--- src/rtl/mdu_sequencer.sv ---
// Round-robin arbiter/sequencer feeding one shared iterative MDU; optional div/rem fuse cache via MDU_DIVREM_FUSE_EN.
// Latency: grant -> ISSUE -> WAIT (>=1 cycle) -> RESP, minimum 4 cycles per op; fuse hit goes grant -> RESP.
// Backpressure: req_ready only in IDLE; the result is held in RESP until wb_ready; flush overrides everything.
module mdu_sequencer #(
    parameter int NREQ = 4,
    parameter int XLEN = 64,
    parameter int TAGW = 5
) (
    input  logic                   clk,
    input  logic                   rst,
    input  logic                   flush,
    input  logic [NREQ-1:0]        req_valid,
    input  logic [4*NREQ-1:0]      req_ctl,
    input  logic [XLEN*NREQ-1:0]   req_a,
    input  logic [XLEN*NREQ-1:0]   req_b,
    input  logic [TAGW*NREQ-1:0]   req_tag,
    output logic [NREQ-1:0]        req_ready,
    output logic                   mdu_start,
    output logic [3:0]             mdu_ctl,
    output logic [XLEN-1:0]        mdu_a,
    output logic [XLEN-1:0]        mdu_b,
    input  logic                   mdu_done,
    input  logic [XLEN-1:0]        mdu_res,
    input  logic [XLEN-1:0]        mdu_alt,
    output logic                   wb_valid,
    output logic [TAGW-1:0]        wb_tag,
    output logic [XLEN-1:0]        wb_data,
    input  logic                   wb_ready,
    output logic                   busy
);

    localparam int PW  = (NREQ > 1) ? $clog2(NREQ) : 1;
    localparam int PW1 = PW + 1;

    localparam logic [2:0] IDLE  = 3'd0;
    localparam logic [2:0] ISSUE = 3'd1;
    localparam logic [2:0] WAIT  = 3'd2;
    localparam logic [2:0] RESP  = 3'd3;
    localparam logic [2:0] DRAIN = 3'd4;

    logic [2:0]      state;
    logic [PW-1:0]   rrPtr;
    logic [PW-1:0]   grantIdx;
    logic [PW-1:0]   nextPtr;
    logic [PW1-1:0]  probe;
    logic            anyValid;
    logic            grantOk;

    logic [3:0]      slotCtl [NREQ];
    logic [XLEN-1:0] slotA   [NREQ];
    logic [XLEN-1:0] slotB   [NREQ];
    logic [TAGW-1:0] slotTag [NREQ];

    logic [3:0]      gCtl;
    logic [XLEN-1:0] gA;
    logic [XLEN-1:0] gB;
    logic [TAGW-1:0] gTag;

    logic            fuseHit;
    logic [XLEN-1:0] fuseData;

    for (genvar i = 0; i < NREQ; i++) begin : g_slot
        assign slotCtl[i] = req_ctl[4*i +: 4];
        assign slotA[i]   = req_a[XLEN*i +: XLEN];
        assign slotB[i]   = req_b[XLEN*i +: XLEN];
        assign slotTag[i] = req_tag[TAGW*i +: TAGW];
    end

    // Scan from rrPtr upward with wrap; descending loop lets the nearest slot win.
    always_comb begin
        anyValid = 1'b0;
        grantIdx = '0;
        probe    = '0;
        for (int k = NREQ - 1; k >= 0; k--) begin
            probe = {1'b0, rrPtr} + PW1'(k);
            if (probe >= PW1'(NREQ)) begin
                probe = probe - PW1'(NREQ);
            end
            if (req_valid[probe[PW-1:0]]) begin
                anyValid = 1'b1;
                grantIdx = probe[PW-1:0];
            end
        end
    end

    assign nextPtr = (grantIdx == PW'(NREQ - 1)) ? '0 : grantIdx + PW'(1);
    assign grantOk = (state == IDLE) && anyValid && !flush;

    assign gCtl = slotCtl[grantIdx];
    assign gA   = slotA[grantIdx];
    assign gB   = slotB[grantIdx];
    assign gTag = slotTag[grantIdx];

    always_comb begin
        req_ready = '0;
        if (grantOk && !rst) begin
            req_ready[grantIdx] = 1'b1;
        end
    end

    assign mdu_start = (state == ISSUE) && !flush;
    assign wb_valid  = (state == RESP);
    assign busy      = (state != IDLE);

`ifdef MDU_DIVREM_FUSE_EN
    logic            cacheVld;
    logic [XLEN-1:0] cacheA;
    logic [XLEN-1:0] cacheB;
    logic [XLEN-1:0] cacheQ;
    logic [XLEN-1:0] cacheR;
    logic            cacheW;
    logic            cacheU;

    assign fuseHit  = gCtl[3] && cacheVld && (gA == cacheA) && (gB == cacheB)
                      && (gCtl[2] == cacheW) && (gCtl[0] == cacheU);
    assign fuseData = gCtl[1] ? cacheR : cacheQ;

    // Only a clean div completion refreshes the cache; flush leaves it intact.
    always_ff @(posedge clk or posedge rst) begin
        if (rst) begin
            cacheVld <= 1'b0;
            cacheA   <= '0;
            cacheB   <= '0;
            cacheQ   <= '0;
            cacheR   <= '0;
            cacheW   <= 1'b0;
            cacheU   <= 1'b0;
        end else if ((state == WAIT) && mdu_done && !flush && mdu_ctl[3]) begin
            cacheVld <= 1'b1;
            cacheA   <= mdu_a;
            cacheB   <= mdu_b;
            cacheW   <= mdu_ctl[2];
            cacheU   <= mdu_ctl[0];
            cacheQ   <= mdu_ctl[1] ? mdu_alt : mdu_res;
            cacheR   <= mdu_ctl[1] ? mdu_res : mdu_alt;
        end
    end
`else
    logic unusedAlt;
    assign unusedAlt = ^mdu_alt;
    assign fuseHit   = 1'b0;
    assign fuseData  = '0;
`endif

    always_ff @(posedge clk or posedge rst) begin
        if (rst) begin
            state   <= IDLE;
            rrPtr   <= '0;
            mdu_ctl <= '0;
            mdu_a   <= '0;
            mdu_b   <= '0;
            wb_tag  <= '0;
            wb_data <= '0;
        end else begin
            case (state)
                IDLE: begin
                    if (anyValid && !flush) begin
                        mdu_ctl <= gCtl;
                        mdu_a   <= gA;
                        mdu_b   <= gB;
                        wb_tag  <= gTag;
                        rrPtr   <= nextPtr;
                        if (fuseHit) begin
                            wb_data <= fuseData;
                            state   <= RESP;
                        end else begin
                            state   <= ISSUE;
                        end
                    end
                end
                ISSUE: state <= flush ? IDLE : WAIT;
                WAIT: begin
                    // The MDU cannot be aborted: a flush before done must drain it.
                    if (flush) begin
                        state <= mdu_done ? IDLE : DRAIN;
                    end else if (mdu_done) begin
                        wb_data <= mdu_res;
                        state   <= RESP;
                    end
                end
                DRAIN: begin
                    if (mdu_done) begin
                        state <= IDLE;
                    end
                end
                RESP: begin
                    if (flush || wb_ready) begin
                        state <= IDLE;
                    end
                end
                default: state <= IDLE;
            endcase
        end
    end

endmodule

--- config.mk ---
export PLATFORM = sky130hd
export DESIGN_NAME = mdu_sequencer
export DESIGN_NICKNAME = d
export VERILOG_FILES = /design/src/rtl/mdu_sequencer.sv
export SDC_FILE = /design/constraint.sdc
export NUM_CORES = 1
export LEC_CHECK = 0
export CAP_MARGIN = 30
export CORE_AREA = 2 2 346 348
export DETAILED_ROUTE_END_ITERATION = 12
export DIE_AREA = 0 0 348 350
export MAX_ROUTING_LAYER = met4
export PLACE_DENSITY_LB_ADDON = 0.15
export SYNTH_ARGS = -nofsm -noshare
export SYNTH_HDL_FRONTEND = slang
export SYNTH_SLANG_ARGS = --single-unit
--- constraint.sdc ---
create_clock -name clk -period 8.24 [get_ports clk]
set_clock_uncertainty 0.2 [all_clocks]
set_input_delay 1.648 -clock clk [delete_from_list [all_inputs] [get_ports clk]]
set_output_delay 1.648 -clock clk [all_outputs]
set_load 0.01 [all_outputs]
==> qor.yml <==
cts_root_buffer: "clkbuf_16"
synth_area_per_cell_um2: 9.60
wl_per_cell_um: 21.3
fin_setup_tns_ns: 0
coreArea_um2: 118000
hold_viol_final: 0
clockPowerShare_pct: 21.7
vias: 13400
slew_violations: 0
rows: 126
seq_area_frac_synth_pct: 42.2
holdWs_ns: 0.292
hold_class: "register to register"
worstSetupEndpointType: "output pin"
layout_min_cycle_time_ns: 6.00
fin_nets: 2720
die_width_um: 348
combPwrFrac_pct: 50.9
routed_via_density: 3.72
fin_crit_sh_pct: 72.8
ir_worst_vdd_uv: 108
crit_arrival_ns: 4.15
die_area_um2: 122000
path_clk_slew_ns: 0.05
finalPower_mw: 6.56
grt_pass1_vias: 14200
cts_tree: "built"
grt_usage_pct: 12.4
grt-ovfl-total: 0
yosys.cell_count.top_type: "dfrtp_1"
seqPwrFrac_pct: 27.4
place.gp.congestion: 0.825
setup_viol: 0
p_per_area_nw_per_um2: 284
clock_latency_ns: 0.56
drt_iter0_drc: 552
timing.fmax_mhz: 167
grt_max_degree: 83
relSlewSlack_pct: 35.7
portBuffers: 828
cts_hold_buf: 0
ys_ff_latch: 206
antenna_found_initial: 14
multi_input_area_um2: 6440
grt_pass1_wl_um: 107000
synth_top_cells_by_count: "dfrtp_1 (206), nand2_1 (144), mux2i_1 (138), o21ai_0 (138)"
io-pin-count: 893
p_leak_nw: 8.95
fill_cells: 12900
clock_path_buffers: 3
cts_htree_levels: 2
area_growth_syn_to_layout_pct: 89.2
yosysUniqueCellTypes: 37
cts_setup_buffers: 0
wirelength_um: 76800
fin_ws_ns: 2.24
synth-edff-count: 0
synth_top_flop_cell: "dfrtp_1"
outcome: "finished, final reports clean"
firstDrtPassIters: 5
seq_area_um2: 5150
rsz0062_at_grt: "false"
power.switching_mw: 2.52
synth_fp_nets: 1962
place_hpwl_um: 56700
swShare_pct: 38.4
startpoint_type: "input port"
cts_buffers: 34
p_int_mw: 4.05
ys.warnings.count: 0
die_y_um: 350
drv_cap: 0
cts_sinks: 206
post_cts_resized: 0
crit_type: "input port to output pin"
worst_pin_slew_ns: 0.965
crit_required_ns: 6.39
synthTopCellsByArea: "dfrtp_1 (42%), mux2i_1 (11%), a21o_1 (8.4%)"
pre_cts_slack_ns: 2.25
initial_core_util_pct: 10.4
drtAntennaViolNets: 0
drc: 0
synth_top_cell_area_share_pct: 42.2
path_max_fanout: 6
yosysTopAreaCell: "dfrtp_1"
drive_above_1_share_pct: 7.17
async_flop_share_pct: 100
netlist_instances: 1273
netlist_area_um2: 12200
-- state kept, by name (all words and copies together) (netlist names) --
| name | count |
|---|---|
| mdu_a | 64 |
| mdu_b | 64 |
| mdu_ctl | 4 |
| rrPtr | 2 |
| state | 3 |
| wb_data | 64 |
| wb_tag | 5 |
-- metrics by stage --
| step | utilization (%) | instances | area, um2 |
|---|---|---|---|
| floorplan | - | 1273 | 12200 |
| global placement | 18.7 | 3530 | 22000 |
| detailed placement | 18.7 | 3531 | 22000 |
| CTS | 19.6 | 3587 | 23100 |
| global route | 19.6 | 3599 | 23100 |
| finish | 19.6 | 3599 | 23100 |
-- critical path, stage by stage --
cell             delay (ns)
clkdlybuf4s50_1        0.54
or4_4                  0.69
and3_1                 0.41
and3_1                 0.29
clkdlybuf4s50_1        0.54
-- power groups by stage --
stage                     Sequential [mW]  Combinational [mW]  Clock [mW]
after global placement               1.80                3.41           0
after floorplan                      2.00                1.26           0
after global routing                 1.87                3.60        1.55
after detailed placement             1.81                3.42           0
final                                1.80                3.34        1.43
after CTS                            1.81                3.43        1.51
-- cells in the final DEF, fill, tap and decap left out, types with 2 or more instances in the layout --
cell type and count:
clkbuf_1 9, nand2_1 143, a211oi_1 2, o211ai_1 136, diode_2 12, buf_4 20, nand2b_1 5, nor2_1 5
a21o_1 136, nor2_4 2, nor4b_1 2, and3_1 5, dfrtp_1 206, mux2i_1 138, o21ai_0 138, clkdlybuf4s50_1 828
clkbuf_8 9, buf_12 3, mux2_2 64, ha_1 4, nand3_1 137, clkbuf_16 35
-- cells by family (layout without fill, tap and decap cells) --
kind of cell / count (synthesis) / count (layout) / share of synthesized area, %
other: 0 / 12 / 0
multiplexers: 202 / 202 / 17.2
adder cells (fa/ha/maj): 4 / 4 / 0.410
AND/OR/NAND/NOR: 309 / 309 / 11.5
AO/OA/AOI/OAI: 420 / 420 / 23.0
flip-flops: 206 / 206 / 42.2
buffers and inverters: 132 / 910 / 5.67
-- layer usage --
metal / vias up / track usage [%] / part of all wire (%)
met4: 0 / 3.39 / 2.2
met2: 531 / 22.0 / 52
li1: 6206 / - / -
met3: 74 / 4.05 / 7.8
met1: 6574 / 13.2 / 38
met5: - / - / 0
-- final cells by class --
class	instances	share of cell area, %
clock buffer	53	4.47
sequential	206	22.3
antenna	12	0.130
inverter	3	0.0974
multi-input combinational	935	27.8
clock inverter	3	0.0974
tap	1536	8.31
timing repair buffer	851	36.8
-- final timing paths --
path | start | endpoint | slack (ns) | cells after the start
min reg2reg | mdu_a[23] | mdu_a[23] | 0.29 | 2
min | mdu_a[23] | mdu_a[23] | 0.29 | 2
max | req_valid[1] | req_ready[0] | 2.24 | 5
max in group asynchronous | rst | mdu_b[0] | 4.55 | 5
max reg2reg | state[0] | mdu_a[17] | 4.75 | 6
min in group asynchronous | rst | mdu_b[36] | 1.47 | 3
Power figures use the tool's default switching activity.
==> variant 1: new RTL, same settings <==
Build with the macro `MDU_DIVREM_FUSE_EN` defined.
--- a/src/rtl/mdu_sequencer.sv
+++ b/src/rtl/mdu_sequencer.sv
@@ -1,6 +1,8 @@
 // Round-robin arbiter/sequencer feeding one shared iterative MDU; optional div/rem fuse cache via MDU_DIVREM_FUSE_EN.
 // Latency: grant -> ISSUE -> WAIT (>=1 cycle) -> RESP, minimum 4 cycles per op; fuse hit goes grant -> RESP.
 // Backpressure: req_ready only in IDLE; the result is held in RESP until wb_ready; flush overrides everything.
+`define MDU_DIVREM_FUSE_EN
+
 module mdu_sequencer #(
     parameter int NREQ = 4,
     parameter int XLEN = 64,
Check against the original RTL: no difference found for any inputs over 4 cycles, from zero or initial values and one cycle with rst high; that may be too few to reach the edited logic, so the function may still have changed.
==> variant 1 against the unedited design <==
  * Wire length increased by 120%
  * Final cell count increased by 52%
  * Cell area rose by 77%
  * Non-clock buffer count rose by 104
  * Sequential cell count increased by 259
  * Hold slack lost 21 ps
  * Synthesized area increased by 130%
  * Power is 130% higher
  * Clock power up 99%
  * Core utilization grew 15 points
  * Setup slack worse by 1300 ps
  * Largest power group unchanged
==> variant 1: results (changes against the unedited design) <==
Parameter                              Value

Logic synthesis
  Part of the Yosys area used for sequential elements ... 41.13% (-1.1 points)
  Area contributors post-synth ... dfrtp_1, mux2i_1, nand2_1, mux2_2, o21ai_0
  Top cells by count, synth ... nand2_1, dfrtp_1, mux2i_1
  Cell count after synthesis ... 3034 (+140%)

Status
  Outcome ... complete, no violations

Clocking
  Worst-Skew Late Latency ... 670 ps (+110 ps)

Layout
  Proportion of layout cells with a drive suffix above 1 ... 10.84% (+3.7 points)
  Total number of nets in the final design ... 4524 (+66%)
  Count of filler cells inserted in the layout ... 12.08k (-6.1%)

Placed design
  Number of cells in the design after placement ... 5310 (+50%)
  Cell area after placement ... 38690 um^2 (+76%)
  Weighted congestion reported at the end of routability-driven placement ... 0.9490 (+15%)
  Pre-CTS setup slack ... 389.0 ps (-1866 ps)

Setup path
  Crit-path slowest cell ... mux2i_1
  Arrival time reported for the critical path endpoint ... 7620 ps (+3470 ps)
  Top fanout value on the critical path ... 64 (+58)

Pwr
  Max IR drop VDD ... 192.4 uV (+79%)
  Static leakage ... 17.52 nW (+96%)
  Flop pwr share ... 29.9% (+2.5 points)
  Power Clock ... 0.00285 W (+99%)
  Internal power of the cells ... 0.008333 W (+110%)

Route
  Routed wire length on met3 ... 13880 um (+130%)
  Avg WL per Cell ... 31.19 um (+46%)
  Met1 routed wirelength after detailed routing ... 69490 um (+140%)
  Routed length on met2 ... 80470 um (+100%)

Global routing
  Largest net degree at the start of global routing ... 229 (+180%)
  GR Util All Layers ... 27.98% (+16 points)
  GR met2 Demand/Resource ... 44.90% (+23 points)
  Met1 Use GR ... 33.28% (+20 points)
  Fraction of met3 tracks used by global routing ... 7.920% (+3.9 points)

STA
  Worst max-slew margin expressed relative to the limit ... 26.08% (-9.6 points)
## variant 1: critical path: cells and delay by family
| kind | cells | cell delay, ps |
|---|---|---|
| buf+inv | 3 | 1250 |
| mux | 3 | 1580 |
| simple gates | 5 | 1380 |
| compound gates | 4 | 1520 |
## variant 1: cell type report
class	instances	area [um^2]	share of cell area, %
inverters	67	265.3	0.6487
flip-flops and latches	465	11640	28.47
well taps	1536	1922	4.700
repair buffers	955	9592	23.46
clock inverters	28	415.4	1.016
diodes	43	107.6	0.2632
clock buffers	80	1645	4.024
multi-input cells	2288	15300	37.42
## variant 1: cell families (layout without fill, tap and decap cells)
logic type               Yosys count  in the layout  share of synthesized area, %
AND/OR/NAND/NOR                  965            965                         14.34
AO/OA/AOI/OAI                    657            657                         14.33
multiplexers                     622            622                         23.86
flip-flops                       465            465                         41.13
buffers and inverters            281           1130                         4.922
XOR/XNOR                          40             40                         1.238
adder cells (fa/ha/maj)            4              4                        0.1769
other                              0             43                             0
## variant 1: stage by stage
step / power [W] / util (%)
4_1_cts: 0.01492 / 34.61
5_1_grt: 0.01564 / 34.71
3_5_place_dp: 0.01200 / 32.86
3_3_place_gp: 0.01197 / 32.83
2_1_floorplan: 0.008256 / -
6_report: 0.01484 / 34.72
## variant 1: path summary, 6_finish.rpt
| check | from | to | slack (ps) | cells past startpoint |
|---|---|---|---|---|
| max reg2reg | rrPtr[1] | wb_data[53] | 2090 | 14 |
| min in group asynchronous | rst | cacheQ[12] | 1420 | 3 |
| max in group asynchronous | rst | cacheA[20] | 4730 | 4 |
| min reg2reg | wb_tag[3] | wb_tag[3] | 270 | 2 |
| max | req_valid[2] | wb_data[53] | 930 | 15 |
| min | wb_tag[3] | wb_tag[3] | 270 | 2 |
==> variant 2: new RTL, same settings <==
Without the edit above. Set the parameter `XLEN` to 72 (it was 64).
--- a/src/rtl/mdu_sequencer.sv
+++ b/src/rtl/mdu_sequencer.sv
@@ -3,7 +3,7 @@
 // Backpressure: req_ready only in IDLE; the result is held in RESP until wb_ready; flush overrides everything.
 module mdu_sequencer #(
     parameter int NREQ = 4,
-    parameter int XLEN = 64,
+    parameter int XLEN = 72,
     parameter int TAGW = 5
 ) (
     input  logic                   clk,
Interface: changed (7 resized); port bits go from 893 to 997. No check against the original RTL was run, so the function may have changed too.
==> variant 2 against the unedited design <==
  * Sequential cell count up 24
  * Wire length grew 15%
  * Setup slack lost 380 ps
  * Register-to-register slack worse by 100 ps
  * Synthesized area grew 10%
  * Power up 14%
  * Cell area is 11% higher
  * First-iteration DRC count up 31%
  * Count of clock-buffer cells in the layout decreased by 1
  * Clock power up 9.8%
  * Critical path type unchanged
  * Highest routed layer unchanged
==> variant 2: results (changes against the unedited design) <==
Parameter                              Value

Status
  Outcome ... complete, no violations

Pwr
  Max IR drop VDD ... 135.8 uV (+26%)
  Flop pwr share ... 26.4% (-1.0 points)
  Power Clock ... 0.00157 W (+9.8%)
  Switching Fraction ... 39.48% (+1.1 points)
  Power share of the clock group ... 21.0% (-0.7 points)

Logic synthesis
  Post-Synthesis Net Count ... 2187 (+11%)
  Synth cell types ... 33 (-11%)
  Area contributors post-synth ... dfrtp_1, mux2i_1, a21o_1, o211ai_1, mux2_2
  Top cells by count, synth ... dfrtp_1, nand2_1, o21ai_0
  Cell count after synthesis ... 1418 (+11%)
  Part of the Yosys area used for sequential elements ... 42.81% (+0.62 points)

Setup path
  Arrival time reported for the critical path endpoint ... 4530 ps (+380 ps)
  Top fanout value on the critical path ... 54 (+48)
  Crit-path slowest cell ... clkdlybuf4s50_1
  Worst stage delay on the critical path ... 640 ps (-50 ps)
  Worst setup slack for register-to-register paths ... 4650 ps (-100 ps)
  Category of cells accounting for the largest share of critical-path delay ... buffers and inverters

Layout
  Number of clock buffer instances in the layout ... 52 (-1.9%)
  Diode insertion count for antenna repair ... 27 (+15)
  Largest regs ... mdu_a (72), mdu_b (72), wb_data (72)
  Layout multi-input combinational cell count ... 1041 (+11%)
  Clock network area share ... 4.468% (-0.10 points)
  Sequential share of cell area ... 22.44% (+0.14 points)
  Total number of nets in the final design ... 3037 (+12%)
  Area added between synthesis and finish ... 90.80%
  Count of non-CTS buffers in the layout ... 955 (+12%)
  Invs w/o clock ... 4 (+1)
  Count of filler cells inserted in the layout ... 12.85k (-0.15%)
  Footprint of the multi-input gates ... 7132 um^2 (+11%)

Placed design
  Cell area after placement ... 24410 um^2 (+11%)
  # port buffers ... 924 (+12%)
  Pre-CTS setup slack ... 1786 ps (-469.0 ps)
  Final HPWL from detailed placement ... 67380 um (+19%)
  Number of cells in the design after placement ... 3765 (+6.6%)
  Weighted congestion reported at the end of routability-driven placement ... 0.8680 (+5.3%)

Clocking
  Clock net sink count ... 230 (+12%)
  TritonCTS buffer count ... 36 (+5.9%)

Global routing
  Global-route wire length before repair ... 121100 um (+14%)
  Initial antenna violation count ... 29 (+15)
  GR Util All Layers ... 14.28% (+1.9 points)
  Number of global-route vias before repair ... 15.87k (+12%)

Route
  Avg WL per Cell ... 22.98 um (+7.7%)
  Starting DRC count in detailed routing ... 721 (+31%)
  Number of iterations in the first detailed-routing pass ... 5 (unchanged)
  Wire length after detailed routing ... 88600 um (+15%)

STA
  Worst-case hold slack ... 289.5 ps (-2.042 ps)
  Worst max-slew margin expressed relative to the limit ... 31.87% (-3.8 points)
variant 2: tightest hold or removal path: stages, from the launching register on:
cell and delay (ps):
dfrtp_1 330, nand2_1 50, o211ai_1 70
variant 2: final timing paths:
check | end | cells past startpoint | from
min reg2reg | mdu_b[11] | 2 | mdu_b[11]
max in group asynchronous | mdu_b[56] | 4 | rst
max | req_ready[2] | 8 | req_valid[3]
min | mdu_b[11] | 2 | mdu_b[11]
min in group asynchronous | wb_data[50] | 2 | rst
max reg2reg | mdu_a[19] | 7 | rrPtr[0]
variant 2: layer usage:
layer  track usage [%]  wire, um
met3             5.098      7457
met1             16.00     35120
met2             23.85     44180
met4             4.126      1850
met5                 -         0
variant 2: cells by family after synthesis:
kind of cell    Yosys count  share of synthesized area [%]
flops                   230                          42.81
compound gates          470                          23.38
mux                     225                          17.42
buf+inv                 147                          4.625
simple gates            342                          11.40
fa+ha+maj                 4                         0.3722
